===== src/rtl/pwm_ramp_ctrl.sv =====
// Soft-start duty scheduler: slews four 8-bit PWM duties toward commanded targets.
// Optional command watchdog enabled by defining PWM_RAMP_WDT_EN.
module pwm_ramp_ctrl #(
    parameter int unsigned RAMP_DIV   = 256,
    parameter int unsigned STEP       = 4,
    parameter int unsigned WDT_CYCLES = 1_000_000
) (
    input  logic        clk,
    input  logic        rst,
    input  logic        cmd_valid,
    output logic        cmd_ready,
    input  logic [1:0]  cmd_ch,
    input  logic [7:0]  cmd_duty,
    input  logic        estop,
    output logic [31:0] num,
    output logic        busy,
    output logic [3:0]  at_target,
    output logic        wdt_fired
);

    typedef enum logic [1:0] {IDLE, RAMP, ESTOP} state_t;

    localparam int unsigned TW = (RAMP_DIV > 1) ? $clog2(RAMP_DIV) : 1;
    localparam logic [TW-1:0] TICK_LAST = TW'(RAMP_DIV - 1);
    localparam logic [8:0] STEP9 = (STEP >= 255) ? 9'd255 : 9'(STEP);

    state_t          state_q, state_d;
    logic [TW-1:0]   tick_cnt_q, tick_cnt_d;
    logic [3:0][7:0] cur_q, cur_d;
    logic [3:0][7:0] tgt_q, tgt_d;
    logic [3:0]      at_target_q, at_target_d;
    logic            tick;
    logic            accept;
    logic            any_diff;
    logic            wdt_trip;

    assign cmd_ready = (state_q != ESTOP);
    assign accept    = cmd_valid & cmd_ready;
    assign tick      = (tick_cnt_q == TICK_LAST);
    assign any_diff  = (cur_q != tgt_q);
    assign num       = cur_q;
    assign busy      = (state_q == RAMP);
    assign at_target = at_target_q;

    // 9-bit differences so a large gap never wraps or overshoots
    function automatic logic [7:0] slew(input logic [7:0] cur,
                                        input logic [7:0] tgt);
        logic [8:0] diff;
        logic [8:0] d;
        diff = 9'd0;
        d    = 9'd0;
        slew = cur;
        if (tgt > cur) begin
            diff = {1'b0, tgt} - {1'b0, cur};
            d    = (diff < STEP9) ? diff : STEP9;
            slew = cur + d[7:0];
        end else if (cur > tgt) begin
            diff = {1'b0, cur} - {1'b0, tgt};
            d    = (diff < STEP9) ? diff : STEP9;
            slew = cur - d[7:0];
        end
    endfunction

    always_comb begin
        tick_cnt_d = tick ? '0 : tick_cnt_q + 1'b1;
        cur_d      = cur_q;
        tgt_d      = tgt_q;
        state_d    = state_q;
        for (int i = 0; i < 4; i++) begin
            at_target_d[i] = (cur_q[i] == tgt_q[i]);
        end
        if (estop) begin
            cur_d   = '0;
            tgt_d   = '0;
            state_d = ESTOP;
        end else begin
            if (tick) begin
                for (int i = 0; i < 4; i++) begin
                    cur_d[i] = slew(cur_q[i], tgt_q[i]);
                end
            end
            if (wdt_trip) tgt_d = '0;
            if (accept) tgt_d[cmd_ch] = cmd_duty;
            unique case (state_q)
                IDLE:    if (any_diff) state_d = RAMP;
                RAMP:    if (!any_diff) state_d = IDLE;
                ESTOP:   state_d = IDLE;
                default: state_d = IDLE;
            endcase
        end
    end

    always_ff @(posedge clk) begin
        if (!rst) begin
            state_q     <= IDLE;
            tick_cnt_q  <= '0;
            cur_q       <= '0;
            tgt_q       <= '0;
            at_target_q <= 4'hF;
        end else begin
            state_q     <= state_d;
            tick_cnt_q  <= tick_cnt_d;
            cur_q       <= cur_d;
            tgt_q       <= tgt_d;
            at_target_q <= at_target_d;
        end
    end

`ifdef PWM_RAMP_WDT_EN
    localparam int unsigned WW = (WDT_CYCLES > 1) ? $clog2(WDT_CYCLES) : 1;
    localparam logic [WW-1:0] WDT_LAST = WW'(WDT_CYCLES - 1);

    logic [WW-1:0] wdt_cnt_q, wdt_cnt_d;
    logic          wdt_fired_q, wdt_fired_d;

    assign wdt_fired = wdt_fired_q;

    // Counter parks at WDT_LAST after a trip until the next accepted command
    always_comb begin
        wdt_cnt_d   = wdt_cnt_q;
        wdt_fired_d = wdt_fired_q;
        wdt_trip    = 1'b0;
        if (estop || state_q == ESTOP) begin
            wdt_cnt_d = '0;
        end else if (accept) begin
            wdt_cnt_d   = '0;
            wdt_fired_d = 1'b0;
        end else if (wdt_cnt_q == WDT_LAST) begin
            wdt_trip    = 1'b1;
            wdt_fired_d = 1'b1;
        end else begin
            wdt_cnt_d = wdt_cnt_q + 1'b1;
        end
    end

    always_ff @(posedge clk) begin
        if (!rst) begin
            wdt_cnt_q   <= '0;
            wdt_fired_q <= 1'b0;
        end else begin
            wdt_cnt_q   <= wdt_cnt_d;
            wdt_fired_q <= wdt_fired_d;
        end
    end
`else
    localparam int unsigned wdt_cycles_unused = WDT_CYCLES;

    assign wdt_trip  = 1'b0;
    assign wdt_fired = 1'b0;
`endif

endmodule


===== config.mk =====
export PLATFORM = sky130hd
export DESIGN_NAME = pwm_ramp_ctrl
export DESIGN_NICKNAME = d
export VERILOG_FILES = /design/src/rtl/pwm_ramp_ctrl.sv
export SDC_FILE = /design/constraint.sdc
export NUM_CORES = 1
export LEC_CHECK = 0
export CORE_MARGIN = 5
export CORE_UTILIZATION = 56
export CTS_CLUSTER_SIZE = 14
export DETAILED_ROUTE_END_ITERATION = 10
export GPL_TIMING_DRIVEN = 0
export MAX_ROUTING_LAYER = met4
export PLACE_DENSITY = 0.76
export SLEW_MARGIN = 20
export SYNTH_ARGS = -nofsm -noshare
export SYNTH_HDL_FRONTEND = slang
export SYNTH_SLANG_ARGS = --single-unit

===== constraint.sdc =====
create_clock -name clk -period 8.3 [get_ports clk]
set_input_delay 2.49 -clock clk [delete_from_list [all_inputs] [get_ports clk]]
set_output_delay 2.49 -clock clk [all_outputs]
set_load 0.005 [all_outputs]

==> run metrics <==
Crit path buffers/inverters 1; Slew @ Worst Pin 0.9304 ns; Detail Placement HPWL 15170 µm; Critical Path End Type register; outcome completed; Die H 126.8 µm; Synth Warn # 0; initial antenna violation count 0; cells after synthesis 976; Hold Path Cell Cnt 1; fillers 1171; Hold Crit Class register to register; die width 126.8 µm; LEAKAGE 3.719 nW; Required @ worst endpoint 8.52 ns; # clock sinks 78; power per cell area 127.2 nW/µm²; layout cell share with drive strength beyond 1 4.602%; fmax 192.4 MHz; vias per std cell 5.801; initial DRC count 529; worst hold path startpoint tick_cnt_q[0]; final setup fails 0; crit path launch type register; worst reg-to-reg path cell count 19; number of detailed-routing iterations run before antenna repair 5; global-route wire length before repair 32820 µm; core area 13300 µm²; Initial Utilization 57.49%; slowest stage delay, CP 0.61 ns; Routed WL 19660 µm; Root Driver clkbuf_16; antenna violation net count after detailed routing 0; vias post-DR 7072; Tmin final 5.198 ns; Syn Std Cell Area 7644 µm²; vias in the first global route 6626; clk slew on worst S/H paths 0.06 ns; Clock Latency Late Sink 0.35 ns; Post-synth EDFFs 0; kind of critical path register to register; Post-CTS Hold Fix Bufs 0; post-CTS sizing 0; Clock Path Buffers 2; Setup Fix Bufs, Post-CTS 0; unrepaired setup endpoints after global routing false; worst-path maximum fanout 7; Critical Path AT 5.42 ns; Layout Nets 1161; Post-Route Setup TNS 0 ns; diodes inserted 0; Levels on crit path 19; Num CTS Buffers 9; syn_nets 1099; sequential share of the synthesized area 20.43%; reg2reg start num[1]; Routability Congestion 0.9684; Final Max Tran Viols 0; sequence of cells on the critical path inv_1 -> fa_1 -> a211o_1 -> a21oi_1 -> o22ai_1 -> a2111oi_0 -> and2_1 -> nand2_1 -> ha_1 -> a22oi_1 -> ha_1 -> nor2b_1 -> o2111ai_1 -> nand3_1 -> o41a_1 -> nand4_1 -> nor3_1 -> a311oi_1 -> nand3_1; CTS tree yes; residual DRC count 0; flops & latches, synth 78; Placed Cells 1203; worst rel slew slack 37.44%; Area growth syn-to-layout 14.16%; Peak VDD IR 0.1308 mV; Async SR Flop Fraction 0%; Finished Layout Cells 1219; Worst path slowest cell a2111oi_0; post-synthesis area per instance 7.832 µm²; WL per Instance 16.13 µm; die area 16090 µm²; fin crit share 62.63%; clock skew 0.007316 ns; IO Port Bufs 51; # H-tree levels 3; Overall Global Routing Usage 25.56%; max_cap viols 0; count of different cell masters after synthesis 76; GRT Residual Overflow 0; crit path launch num[1]; final hold violation count 0; Top Family by Delay on Critical Path compound AO/OA/AOI/OAI gates; largest net degree at the start of global routing 15; row count 42; IO Pins 53; Main synth FF type dfxtp_1
==> flip-flops by register name, summed over array words and instances (netlist names) <==
name,count
tgt_q,32
at_target,4
tick_cnt_q,8
num,32
state_q,2
==> report_power, final <==
part,internal [W],switching [W],leakage [nW]
clock,0.000296,0.000172,0.170
sequential,0.000379,0.00000365,0.630
combinational,0.000115,0.000145,2.92
==> through the flow <==
step                      total power (W)  util, %  cell area [µm²]  worst slack [ns]  hold WS (ns)
after floorplan                 0.0005891        -             7644             3.865        0.4258
after global placement          0.0006431    62.99             8374             3.304        0.4408
after detailed placement        0.0006460    63.02             8379             3.199        0.4625
after CTS                        0.001114    65.63             8726             3.170        0.4711
after global routing             0.001161    65.63             8726             2.795        0.4889
final                            0.001110    65.63             8726             3.102        0.4685
==> cell usage after synthesis (4+ instances only) <==
cell type / n / area, µm²
buf_2: 11 / 55.05
and3_1: 10 / 62.56
clkbuf_1: 20 / 75.07
xor2_1: 20 / 175.2
a211oi_1: 14 / 105.1
o22ai_1: 6 / 37.54
or3_1: 5 / 31.28
inv_2: 5 / 18.77
mux2i_1: 49 / 490.5
a22oi_1: 5 / 37.54
o31ai_1: 8 / 60.06
a21oi_1: 62 / 310.3
nand2_1: 63 / 236.5
fa_1: 12 / 240.2
nor2_1: 114 / 427.9
nor4_1: 8 / 50.05
o2111ai_1: 4 / 35.03
and2_1: 10 / 62.56
dfxtp_1: 78 / 1562
o21a_1: 8 / 60.06
o21bai_1: 6 / 45.04
nor2b_1: 15 / 93.84
a31oi_1: 8 / 50.05
or2_2: 4 / 25.02
or2_1: 4 / 25.02
nand3_1: 24 / 120.1
nor3_1: 23 / 115.1
a21o_1: 32 / 240.2
inv_1: 91 / 341.6
ha_1: 97 / 1214
a2111oi_0: 7 / 61.31
nand4_1: 7 / 43.79
o21ai_0: 23 / 115.1
nand2b_1: 16 / 100.1
o21ai_1: 10 / 50.05
xnor2_1: 31 / 271.5
a311oi_1: 4 / 35.03
buf_1: 5 / 18.77
o211ai_1: 6 / 45.04
==> final cells by class <==
| type | instances | area, µm² | share of cell area, % |
|---|---|---|---|
| plain buffers | 38 | 167.7 | 1.921 |
| multi-input cells | 764 | 5559 | 63.71 |
| flip-flops and latches | 78 | 1562 | 17.90 |
| well taps | 176 | 220.2 | 2.524 |
| inverters | 96 | 360.3 | 4.130 |
| clock buffers | 9 | 225.2 | 2.581 |
| repair buffers | 51 | 510.5 | 5.850 |
| clock inverters | 7 | 121.4 | 1.391 |
==> kinds of logic after synthesis <==
| family | count (synthesis) | share of synthesized area, % |
|---|---|---|
| AND/OR/NAND/NOR | 317 | 19.94 |
| buffers and inverters | 134 | 6.908 |
| XOR/XNOR | 51 | 5.844 |
| other | 1 | 0.04906 |
| AO/OA/AOI/OAI | 235 | 21.10 |
| flip-flops | 78 | 20.43 |
| adder cells (fa/ha/maj) | 109 | 19.02 |
| multiplexers | 51 | 6.711 |
==> layer usage <==
| metal | wire length [µm] | global-route usage [%] | part of all wire [%] |
|---|---|---|---|
| met2 | 8921 | 39.66 | 45 |
| met1 | 9416 | 34.44 | 48 |
| met4 | 471 | 8.139 | 2.4 |
| met3 | 850 | 3.741 | 4.3 |
| met5 | 0 | - | 0 |
==> path summary, 6_finish.rpt <==
path / end / slack [ns]
max: num[7] / 3.10
min: tick_cnt_q[0] / 0.47
max reg2reg: num[7] / 3.10
min reg2reg: tick_cnt_q[0] / 0.47
==> cells in the final DEF, fill, tap and decap left out, types with 5 or more instances in the layout <==
cell,Yosys,layout
nor4_1,8,8
xor2_1,20,20
clkbuf_16,0,9
clkbuf_1,20,20
a2111oi_0,7,7
nor3_1,23,22
ha_1,97,97
inv_1,91,91
nor2_1,114,114
buf_2,11,11
o21bai_1,6,6
nand4_1,7,7
a22oi_1,5,5
nor2b_1,15,15
nand3_1,24,24
xnor2_1,31,31
o22ai_1,6,6
nand2b_1,16,16
o21a_1,8,8
buf_1,5,5
a31oi_1,8,8
o211ai_1,6,6
inv_2,5,5
nand2_1,63,63
a211oi_1,14,14
fa_1,12,12
mux2i_1,49,49
and2_1,10,10
o21ai_0,23,23
and3_1,10,10
a21oi_1,62,62
clkdlybuf4s50_1,0,51
o31ai_1,8,8
a21o_1,32,32
or3_1,5,5
o21ai_1,10,10
dfxtp_1,78,78
Note: power is estimated with default switching activity, not from simulation.
